## src/rtl/inst_sram_responder_pkg.sv

```systemverilog
// Shared constants and elaboration-time helpers for the instruction-side
// SRAM responder.
//   INST_SRAM_ADDR_W / INST_SRAM_DATA_W : bus widths, also used by the IF stage
//   ptr_width  : width of a circular-queue pointer for a given depth
//   wait_width : width of a per-entry wait counter for a given latency
//   wait_init  : load value of the wait counter when a request is accepted
package inst_sram_responder_pkg;

    localparam int INST_SRAM_ADDR_W = 32'sd32;
    localparam int INST_SRAM_DATA_W = 32'sd32;

    function automatic int ptr_width(input int depth);
        if (depth > 32'sd1) begin
            return $clog2(depth);
        end else begin
            return 32'sd1;
        end
    endfunction

    function automatic int wait_width(input int latency);
        return $clog2(latency) + 32'sd1;
    endfunction

    // The first cycle after acceptance already counts toward the latency,
    // so the counter is loaded with LATENCY-1 and saturates at zero.
    function automatic int wait_init(input int latency);
        if (latency > 32'sd1) begin
            return latency - 32'sd1;
        end else begin
            return 32'sd0;
        end
    endfunction

endpackage

```

## src/rtl/inst_sram_responder_chk.sv

```systemverilog
// Protocol checker for the responder's return side (simulation only).
// Ports:
//   clk, reset  clock and synchronous active-high reset
//   data_ok     return strobe
//   rdata       return data
//   cnt         queue occupancy
module inst_sram_responder_chk
    import inst_sram_responder_pkg::*;
#(
    parameter int CW     = 2,
    parameter int MAXCNT = 2
) (
    input logic                        clk,
    input logic                        reset,
    input logic                        data_ok,
    input logic [INST_SRAM_DATA_W-1:0] rdata,
    input logic [CW-1:0]               cnt
);

    a_no_return_when_empty: assert property (
        @(posedge clk) disable iff (reset) data_ok |-> (cnt != {CW{1'b0}}));

    a_cnt_bounded: assert property (
        @(posedge clk) disable iff (reset) cnt <= CW'(MAXCNT));

    a_rdata_known: assert property (
        @(posedge clk) disable iff (reset) data_ok |-> !$isunknown(rdata));

endmodule

```

## src/rtl/inst_sram_responder_resp_fifo.sv

```systemverilog
// In-order response queue of DEPTH entries.
// Each entry carries the read word, a flag telling whether the word has been
// captured from the RAM yet, and an independent wait counter.
// Ports:
//   clk, reset    clock and synchronous active-high reset
//   push, pop     enqueue at tail / dequeue head (both allowed in one cycle)
//   cap_data      RAM read data; captured into the entry pushed last cycle
//   full, empty   occupancy flags
//   cnt           current occupancy (0..DEPTH)
//   head_ready    head present and its wait counter has reached zero
//   head_dvalid   head word already captured
//   head_data     captured head word
module resp_fifo
    import inst_sram_responder_pkg::*;
#(
    parameter int DEPTH   = 2,
    parameter int LATENCY = 3,
    parameter int WW      = 3,
    parameter int CW      = 2
) (
    input  logic                        clk,
    input  logic                        reset,
    input  logic                        push,
    input  logic                        pop,
    input  logic [INST_SRAM_DATA_W-1:0] cap_data,
    output logic                        full,
    output logic                        empty,
    output logic [CW-1:0]               cnt,
    output logic                        head_ready,
    output logic                        head_dvalid,
    output logic [INST_SRAM_DATA_W-1:0] head_data
);

    localparam int              PW        = ptr_width(DEPTH);
    localparam logic [WW-1:0]   WAIT_INIT = WW'(wait_init(LATENCY));
    localparam logic [PW-1:0]   PTR_LAST  = PW'(DEPTH - 32'sd1);
    localparam logic [CW-1:0]   CNT_FULL  = CW'(DEPTH);

    logic [INST_SRAM_DATA_W-1:0] data_r   [DEPTH];
    logic [WW-1:0]               wait_r   [DEPTH];
    logic [DEPTH-1:0]            dvalid_r;
    logic [PW-1:0]               head_r;
    logic [PW-1:0]               tail_r;
    logic [PW-1:0]               cap_idx_r;
    logic                        cap_pend_r;
    logic [CW-1:0]               cnt_r;

    function automatic logic [PW-1:0] ptr_inc(input logic [PW-1:0] p);
        if (p == PTR_LAST) begin
            return {PW{1'b0}};
        end else begin
            return p + PW'(1'b1);
        end
    endfunction

    // Head/tail pointers, occupancy and the pending-capture marker
    always_ff @(posedge clk) begin
        if (reset) begin
            head_r     <= {PW{1'b0}};
            tail_r     <= {PW{1'b0}};
            cap_idx_r  <= {PW{1'b0}};
            cap_pend_r <= 1'b0;
            cnt_r      <= {CW{1'b0}};
        end else begin
            cap_pend_r <= push;
            cap_idx_r  <= tail_r;
            if (push) begin
                tail_r <= ptr_inc(tail_r);
            end
            if (pop) begin
                head_r <= ptr_inc(head_r);
            end
            case ({push, pop})
                2'b10:   cnt_r <= cnt_r + CW'(1'b1);
                2'b01:   cnt_r <= cnt_r - CW'(1'b1);
                default: cnt_r <= cnt_r;
            endcase
        end
    end

    // Per-entry payload, capture flag and wait counter; a new push into a slot
    // wins over a stale capture aimed at the same slot
    always_ff @(posedge clk) begin
        if (reset) begin
            for (int i = 0; i < DEPTH; i++) begin
                data_r[i]   <= {INST_SRAM_DATA_W{1'b0}};
                wait_r[i]   <= {WW{1'b0}};
                dvalid_r[i] <= 1'b0;
            end
        end else begin
            for (int i = 0; i < DEPTH; i++) begin
                if (push && (tail_r == PW'(i))) begin
                    wait_r[i]   <= WAIT_INIT;
                    dvalid_r[i] <= 1'b0;
                end else begin
                    if (wait_r[i] != {WW{1'b0}}) begin
                        wait_r[i] <= wait_r[i] - WW'(1'b1);
                    end
                    if (cap_pend_r && (cap_idx_r == PW'(i))) begin
                        data_r[i]   <= cap_data;
                        dvalid_r[i] <= 1'b1;
                    end
                end
            end
        end
    end

    // Status decode of the head entry
    always_comb begin
        empty       = (cnt_r == {CW{1'b0}});
        full        = (cnt_r == CNT_FULL);
        cnt         = cnt_r;
        head_ready  = 1'b0;
        head_dvalid = dvalid_r[head_r];
        head_data   = data_r[head_r];
        if (!empty && (wait_r[head_r] == {WW{1'b0}})) begin
            head_ready = 1'b1;
        end else begin
            head_ready = 1'b0;
        end
    end

endmodule

```

## src/rtl/inst_sram_responder.sv

```systemverilog
// Slave end of the sram-like instruction fetch interface.
// Accepts up to OUTSTANDING reads, issues each to a 1-cycle synchronous RAM in
// its accept cycle and returns the words in order, no earlier than LATENCY
// cycles after acceptance.
// Ports:
//   clk, reset          clock and synchronous active-high reset
//   inst_sram_req       read request valid
//   inst_sram_addr      byte address, bits [1:0] ignored
//   inst_sram_addr_ok   request accepted this cycle
//   inst_sram_data_ok   inst_sram_rdata valid this cycle (no back-pressure)
//   inst_sram_rdata     read data, zero when data_ok is low
//   addr_hold           forces addr_ok low to model a bus stall
//   ram_en, ram_addr    backing RAM read port (word address)
//   ram_rdata           backing RAM data, valid one cycle after ram_en
module inst_sram_responder
    import inst_sram_responder_pkg::*;
#(
    parameter int LATENCY     = 3,
    parameter int OUTSTANDING = 2,
    parameter int AW          = 16
) (
    input  logic                        clk,
    input  logic                        reset,
    input  logic                        inst_sram_req,
    input  logic [INST_SRAM_ADDR_W-1:0] inst_sram_addr,
    output logic                        inst_sram_addr_ok,
    output logic                        inst_sram_data_ok,
    output logic [INST_SRAM_DATA_W-1:0] inst_sram_rdata,
    input  logic                        addr_hold,
    output logic                        ram_en,
    output logic [AW-1:0]               ram_addr,
    input  logic [INST_SRAM_DATA_W-1:0] ram_rdata
);

    localparam int WW = wait_width(LATENCY);
    localparam int CW = $clog2(OUTSTANDING + 32'sd1);

    logic                        addr_ok_s;
    logic                        data_ok_s;
    logic [INST_SRAM_DATA_W-1:0] rdata_s;
    logic [AW-1:0]               ram_addr_s;
    logic                        full_s;
    logic                        empty_s;
    logic [CW-1:0]               cnt_s;
    logic                        head_ready_s;
    logic                        head_dvalid_s;
    logic [INST_SRAM_DATA_W-1:0] head_data_s;
    logic                        unused_addr_s;

    // Byte-offset and upper address bits alias onto the same RAM words
    assign unused_addr_s = ^inst_sram_addr;

    resp_fifo #(
        .DEPTH   (OUTSTANDING),
        .LATENCY (LATENCY),
        .WW      (WW),
        .CW      (CW)
    ) u_resp_fifo (
        .clk         (clk),
        .reset       (reset),
        .push        (addr_ok_s),
        .pop         (data_ok_s),
        .cap_data    (ram_rdata),
        .full        (full_s),
        .empty       (empty_s),
        .cnt         (cnt_s),
        .head_ready  (head_ready_s),
        .head_dvalid (head_dvalid_s),
        .head_data   (head_data_s)
    );

    // Handshake, RAM read port and return data; a full queue may still accept
    // when its head leaves in the same cycle. Until the word is captured
    // (LATENCY=1), the return is bypassed straight from the RAM output.
    always_comb begin
        addr_ok_s  = 1'b0;
        data_ok_s  = 1'b0;
        rdata_s    = {INST_SRAM_DATA_W{1'b0}};
        ram_addr_s = {AW{1'b0}};
        if (reset) begin
            addr_ok_s  = 1'b0;
            data_ok_s  = 1'b0;
            rdata_s    = {INST_SRAM_DATA_W{1'b0}};
            ram_addr_s = {AW{1'b0}};
        end else begin
            data_ok_s = head_ready_s && !empty_s;
            if (inst_sram_req && !addr_hold && (!full_s || data_ok_s)) begin
                addr_ok_s = 1'b1;
            end else begin
                addr_ok_s = 1'b0;
            end
            if (addr_ok_s) begin
                ram_addr_s = inst_sram_addr[AW+1:2];
            end else begin
                ram_addr_s = {AW{1'b0}};
            end
            if (data_ok_s) begin
                rdata_s = head_dvalid_s ? head_data_s : ram_rdata;
            end else begin
                rdata_s = {INST_SRAM_DATA_W{1'b0}};
            end
        end
    end

    assign inst_sram_addr_ok = addr_ok_s;
    assign inst_sram_data_ok = data_ok_s;
    assign inst_sram_rdata   = rdata_s;
    assign ram_en            = addr_ok_s;
    assign ram_addr          = ram_addr_s;

    inst_sram_responder_chk #(
        .CW     (CW),
        .MAXCNT (OUTSTANDING)
    ) u_chk (
        .clk     (clk),
        .reset   (reset),
        .data_ok (data_ok_s),
        .rdata   (rdata_s),
        .cnt     (cnt_s)
    );

endmodule
```

## config.mk

```make
export PLATFORM = sky130hd
export DESIGN_NAME = inst_sram_responder
export DESIGN_NICKNAME = d
export VERILOG_FILES = /design/src/rtl/inst_sram_responder_pkg.sv /design/src/rtl/inst_sram_responder_chk.sv /design/src/rtl/inst_sram_responder_resp_fifo.sv /design/src/rtl/inst_sram_responder.sv
export SDC_FILE = /design/constraint.sdc
export NUM_CORES = 1
export LEC_CHECK = 0
export BUFFER_PORTS_ARGS = -buffer_cell sky130_fd_sc_hd__buf_4
export CAP_MARGIN = 20
export CORE_MARGIN = 5
export CORE_UTILIZATION = 45
export CTS_CLUSTER_DIAMETER = 100
export DETAILED_ROUTE_END_ITERATION = 10
export PLACE_DENSITY_LB_ADDON = 0.3
export RECOVER_POWER = 25
export SKIP_CTS_REPAIR_TIMING = 1
export SYNTH_ARGS = -nofsm -noshare
export SYNTH_HDL_FRONTEND = slang
export SYNTH_SLANG_ARGS = --single-unit
```

## constraint.sdc

```tcl
create_clock -name clk -period 3.11 [get_ports clk]
set_input_delay 0.933 -clock clk [delete_from_list [all_inputs] [get_ports clk]]
set_output_delay 0.933 -clock clk [all_outputs]
set_load 0.005 [all_outputs]
```

# Word-level counts from Yosys, hierarchy flattened
# Memories as Yosys holds them, arrays and structs flattened. A register that Yosys moved wholly into a read port is not among the register bits.
# Cells that the tools add are included.
# word_totals
wordCells,95
mem_count,2
out_inout_bits,51
ramBits,70
regBits,8
# op_classes
order_cmp,1
n_mux,49
eq_ne,3
n_reduce_logical,19
add_sub_neg,6
bitwise_logic,8
# memory_table
name,depth,word_bits,rd,rd_ports_with_merged_regs,wr,line_no,source
u_resp_fifo.data_r,2,32,1,1,2,inst_sram_responder_resp_fifo.sv:39,logic [INST_SRAM_DATA_W-1:0] data_r [DEPTH];
u_resp_fifo.wait_r,2,3,3,1,2,inst_sram_responder_resp_fifo.sv:40,logic [WW-1:0] wait_r [DEPTH];
# op_table
op,n
32-bit two-way mux,5
1-bit two-way mux,37
16-bit two-way mux,2
3-bit two-way mux,4
1-bit logical AND,8
1-bit bitwise OR,6
3-bit nonzero test,2
"3-bit by 1-bit subtractor with 3-bit output, second input constant",2
"2-bit == test, second input constant",2
2-bit one-hot mux with 2 select lines,1
2-bit OR reduction,2
1-bit logical NOT,3
3-bit logical NOT,1
"1-bit adder, second input constant",2
"2-bit by 1-bit adder with 2-bit output, second input constant",1
"2-bit by 1-bit == test with 1-bit output, second input constant",1
2-bit logical NOT,1
"1-bit by 2-bit < comparator with 1-bit output, second input constant",1
1-bit NOT,2
2-bit nonzero test,1
"2-bit by 1-bit subtractor with 2-bit output, second input constant",1
1-bit logical OR,1

# Depth between registers and ports, before layout
# depth
depth_word,16
mapped_depth,11
mapped_depth_nobuf,8

# By module
# A second synthesis with hierarchy kept.
# unflattened
cells_unflattened,327
area_unflattened_um2,4132.7
# by_module_without_submodules
mod,area_per_inst_um2,cells_each,n_inst,seq_area_each_um2
resp_fifo,3243.1,211,1,2282.2
inst_sram_responder,889.6,116,1,0.0

# Least setup slack after synthesis
# Ideal clock, no wire load.
# synth_timing
path_type,input port to output port
start,input addr_hold
end,output ram_addr[10]
setup_slack_ns,0.304
required_ns,2.177
cell_stages,4
arrival_time_ns,1.873
path_buffers,1
path_cell_list,nand2b_1 a311oi_4 buf_6 and2_1
# synth_between
elab_chain_len,7
# synth_rtl
item,line_no,source
start: declaration,inst_sram_responder.sv:29,"input logic addr_hold,"
1-bit logical NOT,inst_sram_responder.sv:87,if (inst_sram_req && !addr_hold && (!full_s || data_ok_s)) begin
1-bit logical AND (2 in series),inst_sram_responder.sv:87,
1-bit two-way mux,inst_sram_responder.sv:87,
1-bit two-way mux,inst_sram_responder.sv:80,if (reset) begin
16-bit two-way mux,inst_sram_responder.sv:92,if (addr_ok_s) begin
16-bit two-way mux,inst_sram_responder.sv:80,
end: declaration,inst_sram_responder.sv:31,"output logic [AW-1:0] ram_addr,"
# Every way passes these cells. The select of a mux whose other input is x is not followed.

==> results.ini <==
[hold_path]
hold-path-endpoint = u_resp_fifo.dvalid_r[1]$_SDFFE_PP0P_
worstHoldPathType = reg -> reg
min-delay-start = u_resp_fifo.dvalid_r[1]$_SDFFE_PP0P_
whs_path_depth = 2

[drt]
drc = 0
drt-met1-wl_mm = 3.37
wl_met3_um = 333
viasPerCell = 5.03
drtPass1Iterations = 4
wl_mm = 8.14
top_layer_used = met4
initialDrtViolationCount = 148
routedWlPerCell_um = 15.6
dr_wl_met2_mm = 4.33
drtAntennaViolNets = 0
num_vias = 2628

[die]
core_area_sq_um = 8680
placementRows = 34
top_level_ports = 119
start_util_pct = 45.8
die_h_um = 104
dieArea_sq_um = 10800
dieWidth_um = 104

[global_routing]
grt_util_all_layers_pct = 14.9
grt_pass1_vias = 2621
grt_max_degree = 65
antenna_found_initial = 0
grt-ovfl-total = 0
grt_pass1_wl_mm = 13.1

[run]
max_cap_viol_count = 0

[place]
place_ws_ns = 0.121
io_buffers = 102
routabilityCongestion = 0.708
placed_cells = 503
hpwlAfterDp_mm = 5.38

[finish]
n_antenna_cell = 0
drive_gt1_share_pct = 41.8
layoutNonFillerInstCount = 522
fin_nets = 482
area_growth_pct = 30.5

[pwr]
leakagePower_nw = 1.99
p_sw_uw = 754
p_int_mw = 1.86
peakVddDrop_mv = 0.285
p_sw_share_pct = 28.9
pwr_density_cell_nw_per_um2 = 503
combPwrFrac_pct = 23.5
pwr-share-clk_pct = 26.7
seq_power_share_pct = 49.8

[critical_path]
cp-end-kind = primary output
start_kind = flip-flop
worstSetupPathType = reg -> out
cp_max_fo = 9
cp.required_ns = 2.18
reg2reg_to = u_resp_fifo.cnt[1]$_SDFFE_PP0P_
rrSetupSlack_ns = 0.59
r2r_start = u_resp_fifo.wait_r[1][1]$_DFFE_PP_
startpoint = u_resp_fifo.wait_r[0][2]$_SDFFCE_PN0P_
r2r_cells = 8
arrival_ns = 2.15

[cts]
cts_inserted_buffers = 9
clock_path_buffers = 2
clock_latency_ns = 0.35
clkTransAtPathRegs_ns = 0.08
cts_tree = built
cts.sinks = 79
clockRootBuffer = clkbuf_8
cts-htree-levels = 3

[synth]
synth-seq-cells = 79
yosysSeqAreaShare_pct = 57.4
yosys_warnings = 0
synth.top_cell.area_share_pct = 52.9
synthCells = 307
avgSynthCellArea_sq_um = 12.9
synthFlopType = edfxtp_1
synth.most_common_cell = edfxtp_1
synth_top_area_cell = edfxtp_1
netlist_area_sq_um = 3970
ys_types = 36
synth_area_leaders = edfxtp_1, a211oi_2, mux2i_1, and2_1, dfxtp_1
async_reset_ff_share_pct = 0
synth_edf_count = 70
synth_common_cells = edfxtp_1, and2_1, nor2_1
synth_nets = 380

[sta]
skew_ns = 0.0132
drv_slew = 0
rsz0062_at_grt = true
finalWorstSetupSlack_ns = 0.0256
slew_headroom_pct = 38.8
fmax_mhz = 324
post-route-min-period_ns = 3.08
hold_viol_final = 0
worst_pin_slew_ns = 0.918
post-route-period-util_pct = 99.2
setup_viol = 0

[status]
status = complete, no violations

area by class of cell:
| type | instances | area (sq um) |
|---|---|---|
| Clock inverter | 6 | 45.0 |
| Fill cell | 739 | 3490 |
| Sequential cell | 79 | 2280 |
| Clock buffer | 10 | 138 |
| Timing Repair Buffer | 113 | 920 |
| Multi-Input combinational cell | 196 | 1630 |
| Tap cell | 108 | 135 |
| Inverter | 10 | 37.5 |
layer usage:
metal  global-route usage, %  vias to the layer above
li1                        -                     1306
met1                    18.1                     1262
met2                    25.7                       50
met3                    4.35                       10
met4                    3.89                        0
met5                       0                        -
worst max-delay path: stages, from the launching register on:
cell	delay (ns)
edfxtp_1	0.40
or4_4	0.60
a21oi_4	0.21
nand2b_4	0.11
clkbuf_16	0.19
a211oi_4	0.16
buf_4	0.14
state kept, by name (all words and copies together), names as in the netlist, named ones only:
register,count
u_resp_fifo.cnt,2
u_resp_fifo.cap_idx_r,1
u_resp_fifo.data_r,64
u_resp_fifo.cap_pend_r,1
u_resp_fifo.dvalid_r,2
u_resp_fifo.tail_r,1
u_resp_fifo.head_r,1
u_resp_fifo.wait_r,6
layout by cell type (no fill, tap or decap), types with 2 or more instances in the layout:
cell type and instances:
buf_4 107, edfxtp_1 70, and2_1 48, nor2_1 42, mux2i_1 33, a211oi_2 23
clkbuf_8 10, a211oi_4 9, inv_1 8, dfxtp_1 8, ha_1 5, a21oi_1 4
buf_12 4, nand2b_1 3, xnor2_1 3, clkinvlp_4 3, inv_2 2, nor2b_1 2
nand2_1 2, a21o_1 2, nor3_1 2
metrics by stage:
stage | power (mW) | hold WS, ns | util [%] | TNS, ns | instance area, sq um
global route | 2.75 | 0.535 | 59.7 | -1.59 | 5180
finish | 2.61 | 0.482 | 59.7 | 0 | 5180
CTS | 2.57 | 0.483 | 58.0 | -1.14 | 5030
global placement | 1.87 | 0.460 | 55.9 | 0 | 4850
detailed placement | 1.89 | 0.460 | 55.9 | 0 | 4850
floorplan | 1.70 | 0.433 | - | 0 | 3970
power groups by stage:
stage               Sequential [mW]  Combinational (mW)  Clock (mW)
floorplan                      1.31               0.391           0
finish                         1.30               0.613       0.697
CTS                            1.30               0.563       0.703
global placement               1.32               0.546           0
detailed placement             1.32               0.561           0
global route                   1.31               0.685       0.755
cells by family (layout without fill, tap and decap cells):
kind of cell    after synthesis  count (layout)  share of synthesized area (%)
simple gates                105             105                           14.0
mux                          34              34                           8.60
compound gates               48              48                           13.4
flops                        79              79                           57.4
buf+inv                      32             139                           4.09
xor+xnor                      4               4                          0.882
fa+ha+maj                     5               5                           1.57
how the worst max path moves through the flow:
| stage | to | cells past startpoint |
|---|---|---|
| 5_1_grt | inst_sram_rdata[30] | 6 |
| 3_3_place_gp | ram_addr[9] | 6 |
| 4_1_cts | inst_sram_rdata[30] | 6 |
| 6_report | inst_sram_rdata[12] | 6 |
| 2_1_floorplan | ram_addr[10] | 4 |
| 3_5_place_dp | ram_addr[4] | 6 |
No activity file was read; power rests on OpenSTA's default activity.
